File: config.mk
export PLATFORM = sky130hd
export DESIGN_NAME = g_evt_latch
export DESIGN_NICKNAME = d
export VERILOG_FILES = /design/src/rtl/g_evt_pkg.sv /design/src/rtl/g_sync.sv /design/src/rtl/g_evt_latch.sv
export SDC_FILE = /design/constraint.sdc
export NUM_CORES = 1
export LEC_CHECK = 0
export CELL_PAD_IN_SITES_DETAIL_PLACEMENT = 0
export CELL_PAD_IN_SITES_GLOBAL_PLACEMENT = 1
export CORE_MARGIN = 4
export CORE_UTILIZATION = 39
export DETAILED_ROUTE_END_ITERATION = 7
export GPL_TIMING_DRIVEN = 0
export PLACE_DENSITY_LB_ADDON = 0.1
export SYNTH_ARGS = -nofsm -noshare
export SYNTH_HDL_FRONTEND = slang
export SYNTH_SLANG_ARGS = --single-unit
File: constraint.sdc
create_clock -name CK -period 2 [get_ports CK]
set_input_delay 0.4 -clock CK [delete_from_list [all_inputs] [get_ports CK]]
set_output_delay 0.4 -clock CK [all_outputs]
set_load 0.05 [all_outputs]
File: src/rtl/g_evt_pkg.sv
// Shared types and limits for the g_evt event-capture macros.
package g_evt_pkg;

  typedef enum logic [1:0] {
    LOW     = 2'd0,
    QUAL_HI = 2'd1,
    HIGH    = 2'd2,
    QUAL_LO = 2'd3
  } filt_state_t;

  localparam int FILT_CW = 4;

  localparam int SYNC_MIN  = 2;
  localparam int SYNC_MAX  = 4;
  localparam int FILT_MIN  = 1;
  localparam int FILT_MAX  = 15;
  localparam int CNT_W_MIN = 1;
  localparam int CNT_W_MAX = 16;

endpackage

File: src/rtl/g_sync.sv
// Plain flop-chain synchronizer with asynchronous clear; output is the last stage.
module g_sync #(
  parameter int SYNC_STAGES = 2
) (
  input  logic CK,
  input  logic CD,
  input  logic i_d,
  output logic o_s
);

  logic [SYNC_STAGES-1:0] r_chain;

  always_ff @(posedge CK or posedge CD) begin
    if (CD) r_chain <= '0;
    else    r_chain <= {r_chain[SYNC_STAGES-2:0], i_d};
  end

  assign o_s = r_chain[SYNC_STAGES-1];

endmodule

File: src/rtl/g_evt_latch.sv
// Event capture: synchronize A, glitch-filter it into Y, and latch each qualified
// rise as a pulse (P), sticky flag (Q), saturating count (N) and overrun (OVR).
module g_evt_latch
  import g_evt_pkg::*;
#(
  parameter int SYNC_STAGES = 2,
  parameter int FILT_LEN    = 3,
  parameter int CNT_W       = 8
) (
  input  logic             CK,
  input  logic             CD,
  input  logic             A,
  input  logic             ACK,
  output logic             Y,
  output logic             P,
  output logic             Q,
  output logic [CNT_W-1:0] N,
  output logic             OVR
);

  if (SYNC_STAGES < SYNC_MIN || SYNC_STAGES > SYNC_MAX) begin : g_bad_sync
    $error("g_evt_latch: SYNC_STAGES out of range");
  end
  if (FILT_LEN < FILT_MIN || FILT_LEN > FILT_MAX) begin : g_bad_filt
    $error("g_evt_latch: FILT_LEN out of range");
  end
  if (CNT_W < CNT_W_MIN || CNT_W > CNT_W_MAX) begin : g_bad_cnt
    $error("g_evt_latch: CNT_W out of range");
  end

  localparam logic [FILT_CW-1:0] LP_CNT_ONE  = FILT_CW'(1);
  localparam logic [FILT_CW-1:0] LP_CNT_LAST = FILT_CW'(FILT_LEN - 1);
  localparam logic [CNT_W-1:0]   LP_N_ONE    = CNT_W'(1);
  localparam logic [CNT_W-1:0]   LP_N_MAX    = '1;

  logic               w_s;
  filt_state_t        r_state, w_state_nx;
  logic [FILT_CW-1:0] r_cnt, w_cnt_nx;
  logic               r_y, w_y_nx;
  logic               r_p, r_q, r_ovr;
  logic [CNT_W-1:0]   r_n;
  logic               w_rise;

  g_sync #(.SYNC_STAGES(SYNC_STAGES)) u_sync (
    .CK  (CK),
    .CD  (CD),
    .i_d (A),
    .o_s (w_s)
  );

  // cnt counts consecutive edges at which S disagrees with Y; FILT_LEN of them flips Y.
  always_comb begin
    w_state_nx = r_state;
    w_cnt_nx   = r_cnt;
    w_y_nx     = r_y;
    unique case (r_state)
      LOW: begin
        if (w_s) begin
          if (FILT_LEN == 1) begin
            w_state_nx = HIGH;
            w_y_nx     = 1'b1;
            w_cnt_nx   = '0;
          end else begin
            w_state_nx = QUAL_HI;
            w_cnt_nx   = LP_CNT_ONE;
          end
        end
      end
      QUAL_HI: begin
        if (!w_s) begin
          w_state_nx = LOW;
          w_cnt_nx   = '0;
        end else if (r_cnt == LP_CNT_LAST) begin
          w_state_nx = HIGH;
          w_y_nx     = 1'b1;
          w_cnt_nx   = '0;
        end else begin
          w_cnt_nx = r_cnt + LP_CNT_ONE;
        end
      end
      HIGH: begin
        if (!w_s) begin
          if (FILT_LEN == 1) begin
            w_state_nx = LOW;
            w_y_nx     = 1'b0;
            w_cnt_nx   = '0;
          end else begin
            w_state_nx = QUAL_LO;
            w_cnt_nx   = LP_CNT_ONE;
          end
        end
      end
      QUAL_LO: begin
        if (w_s) begin
          w_state_nx = HIGH;
          w_cnt_nx   = '0;
        end else if (r_cnt == LP_CNT_LAST) begin
          w_state_nx = LOW;
          w_y_nx     = 1'b0;
          w_cnt_nx   = '0;
        end else begin
          w_cnt_nx = r_cnt + LP_CNT_ONE;
        end
      end
      default: begin
        w_state_nx = LOW;
        w_cnt_nx   = '0;
        w_y_nx     = 1'b0;
      end
    endcase
  end

  assign w_rise = w_y_nx & ~r_y;

  always_ff @(posedge CK or posedge CD) begin
    if (CD) begin
      r_state <= LOW;
      r_cnt   <= '0;
      r_y     <= 1'b0;
      r_p     <= 1'b0;
      r_q     <= 1'b0;
      r_n     <= '0;
      r_ovr   <= 1'b0;
    end else begin
      r_state <= w_state_nx;
      r_cnt   <= w_cnt_nx;
      r_y     <= w_y_nx;
      r_p     <= w_rise;
      // A rise coinciding with ACK starts a fresh capture rather than being lost.
      if (w_rise) begin
        r_q   <= 1'b1;
        r_n   <= ACK ? LP_N_ONE : ((r_n == LP_N_MAX) ? r_n : r_n + LP_N_ONE);
        r_ovr <= ACK ? 1'b0 : (r_ovr | r_q);
      end else if (ACK) begin
        r_q   <= 1'b0;
        r_n   <= '0;
        r_ovr <= 1'b0;
      end
    end
  end

  assign Y   = r_y;
  assign P   = r_p;
  assign Q   = r_q;
  assign N   = r_n;
  assign OVR = r_ovr;

endmodule

==> results.yml <==
worst_setup_path:
  cp_slowest_cell: "clkdlybuf4s50_1"
  setup.worst_path.start: "N[5]$_DFFE_PP0P_"
  cp_num_buf_inv: 1
  critical-path-top-delay-family: "buffers and inverters"
  cp.arrival_ns: 1.52
  reg2reg_from: "r_cnt[0]$_DFFE_PP0P_"
  startpoint_type: "register"
  cp.required_ns: 1.60
  path_class: "reg -> out"
  slowest_delay_ns: 0.82
  crit_path_end_kind: "primary output"
  path_cells: "clkdlybuf4s50_1"
  path_max_fanout: 5
cells_and_area:
  multi_input_area_sq_um: 439.2
  drive_gt1_frac: 0.07080
  postLayoutCellArea_sq_mm: 0.001184
  layout_common_cells: "20 x dfrtp_1, 10 x o21ai_0, 9 x a21oi_1, 9 x nand2_1, 8 x clkdlybuf4s50_1"
  final_common_cell: "dfrtp_1"
  fin_cells: 141
  n_fill_cell: 221
  seq_area_sq_um: 500.5
  area_growth_pct: 22.07
  diodes: 0
  layout.nets: 122
cts:
  clkSlewWorstSetupHoldPaths_ns: 0.10
  clock-sinks: 20
  clock_path_buffers: 2
  numCtsBuffers: 3
  clk_latency_ns: 0.29
  hold_buffers: 0
  htree_levels: 1
  cts_tree: "yes"
  root_buffer: "clkbuf_4"
yosys:
  synthMuxAreaShare: 0.01032
  yosys_warnings: 0
  yosys.area_share.adder: 0.03871
  synth_edf_count: 0
  synth.distinct_cells: 33
  synth_top_area_cell: "dfrtp_1"
  syn_area_sq_um: 969.7
  synth_top_family_by_area: "simple AND/OR/NAND/NOR gates"
  synth_fp_nets: 102
  synth-seq-cells: 20
  synth_xor_xnor_area_share: 0.01806
  synth_ff_type: "dfrtp_1"
  postSynthAreaPerCell_sq_um: 10.21
  yosys.area_share.simple: 0.2374
  async_flop_share: 1.000
  syn_inst: 95
  synth_compound_area_frac: 0.1484
  synth.top_cell.area_share: 0.5161
  synth.top_cells.by_area: "dfrtp_1 52%, o21ai_0 5.2%, a21oi_1 4.6%, ha_1 3.9%, nand2_1 3.5%"
  synth-seq-area-share: 0.5161
timing:
  setup_violations: 0
  slew_headroom: 0.5069
  clock_skew_ns: 0.001451
  min_period_ns: 1.923
  grt_setup_unrepaired: "false"
  setup-tns-final_ns: 0
  worstMarginPinSlew_ns: 0.7388
  fmaxAchievable_mhz: 520.1
  maxSlewViolCount: 0
  finalCritPeriodShare: 0.9614
  setup_ws_ns: 0.07712
  finalHoldViolCount: 0
global_routing:
  grt_pass1_wl_um: 3325
  grt_antenna_before_repair: 0
  grt_overflow_total: 0
  grt_util_all_layers: 0.1262
  grt_max_degree: 21
  grt_pass1_vias: 749
floorplan:
  ioPinCount: 16
  die_h_um: 57.87
  dieArea_sq_mm: 0.003348
  core.rowCount: 17
  die_w_um: 57.87
  core_area_sq_mm: 0.002297
  initial_core_util: 0.4221
power_and_ir_drop:
  p_per_area_mw_per_mm2: 739.4
  leakagePower_uw: 0.0005670
  total_power_uw: 875.2
  ir_worst_vdd_mv: 0.5519
flow_run:
  maxCapViolCount: 0
routing:
  vias: 766
  routed_wl_um: 1883
  remaining_drc_errors: 0
  wl_per_cell_um: 13.35
  final_antenna_net_count: 0
  viasPerCell: 5.433
  drtIter0Drc: 18
  drt_pass1_iterations: 4
outcome:
  status: "finished clean"
worst_hold_path:
  min_path_type: "reg -> reg"
  min_from: "u_sync.r_chain[0]$_DFF_PP0_"
place:
  globalplace.congestion: 0.6974
  pre_cts_ws_ns: 0.1540
  hpwl_um: 1385
  place_inst: 138
  place_area_sq_mm: 0.001155
  port_buffers: 15
final timing paths:
check	endpoint	slack [ns]	depth (start not counted)
max reg2reg	N[3]$_DFFE_PP0P_	0.12	7
min in group asynchronous	r_cnt[0]$_DFFE_PP0P_	0.52	2
max in group asynchronous	Q$_DFFE_PP0P_	1.02	2
min reg2reg	u_sync.r_chain[1]$_DFF_PP0_	0.36	0
max	N[5]	0.08	1
min	u_sync.r_chain[1]$_DFF_PP0_	0.36	0
cells in the mapped netlist (2+ instances only):
cell     instances
inv_1            4
nor2_1           6
ha_1             3
nor3b_1          2
nand3_1          6
o21ai_0         10
or3_1            3
a21oi_1          9
nand2_1          9
dfrtp_1         20
worst register-to-register path, stage by stage, from the launching register on:
cell,delay [ns]
dfrtp_1,0.42
inv_1,0.09
ha_1,0.20
and4bb_4,0.29
o211ai_2,0.13
buf_6,0.16
or3_1,0.34
a21oi_1,0.17
state kept, by name, summed over array words and instances, names as in the netlist, named ones only:
register and flops:
N 8, r_cnt 4, u_sync.r_chain 2, OVR 1
P 1, Q 1, Y 1, r_state 1
logic make-up after synthesis:
| logic type | Yosys count |
|---|---|
| compound gates | 25 |
| buf+inv | 6 |
| mux | 1 |
| xor+xnor | 2 |
| fa+ha+maj | 3 |
| simple gates | 38 |
| flops | 20 |
stage by stage:
| step | hold WS, ns | util |
|---|---|---|
| final | 0.3611 | 0.5153 |
| after global routing | 0.3893 | 0.5153 |
| after CTS | 0.3686 | 0.5109 |
| after detailed placement | 0.3434 | 0.5027 |
| after global placement | 0.3423 | 0.5027 |
| after floorplan | 0.3312 | - |
routing by layer:
layer  global-route usage  wire [um]
met4              0.01987         14
met3              0.05345        124
met1               0.1801        980
met2               0.1806        763
met5                    0          0
where the power goes:
part / switching (uW) / leakage, uW / internal (uW)
Sequential: 61.4 / 0.000263 / 449
Combinational: 99.2 / 0.000290 / 80.9
Clock: 114 / 0.0000138 / 70.1
Total: 275 / 0.000567 / 600
repair_timing:
action,CTS,global route
hold endpoints to repair,0,0
setup buffers,0,0
resized for setup,3,4
cloned,0,0
endpoints found under the setup margin,3,4
layout make-up:
class,instances,share of cell area
Sequential cell,20,0.4228
Multi-Input combinational cell,69,0.3710
Timing Repair Buffer,15,0.1321
Tap cell,28,0.02960
Clock buffer,3,0.01903
Buffer,2,0.01268
Inverter,4,0.01268
Power figures use the tool's default switching activity.
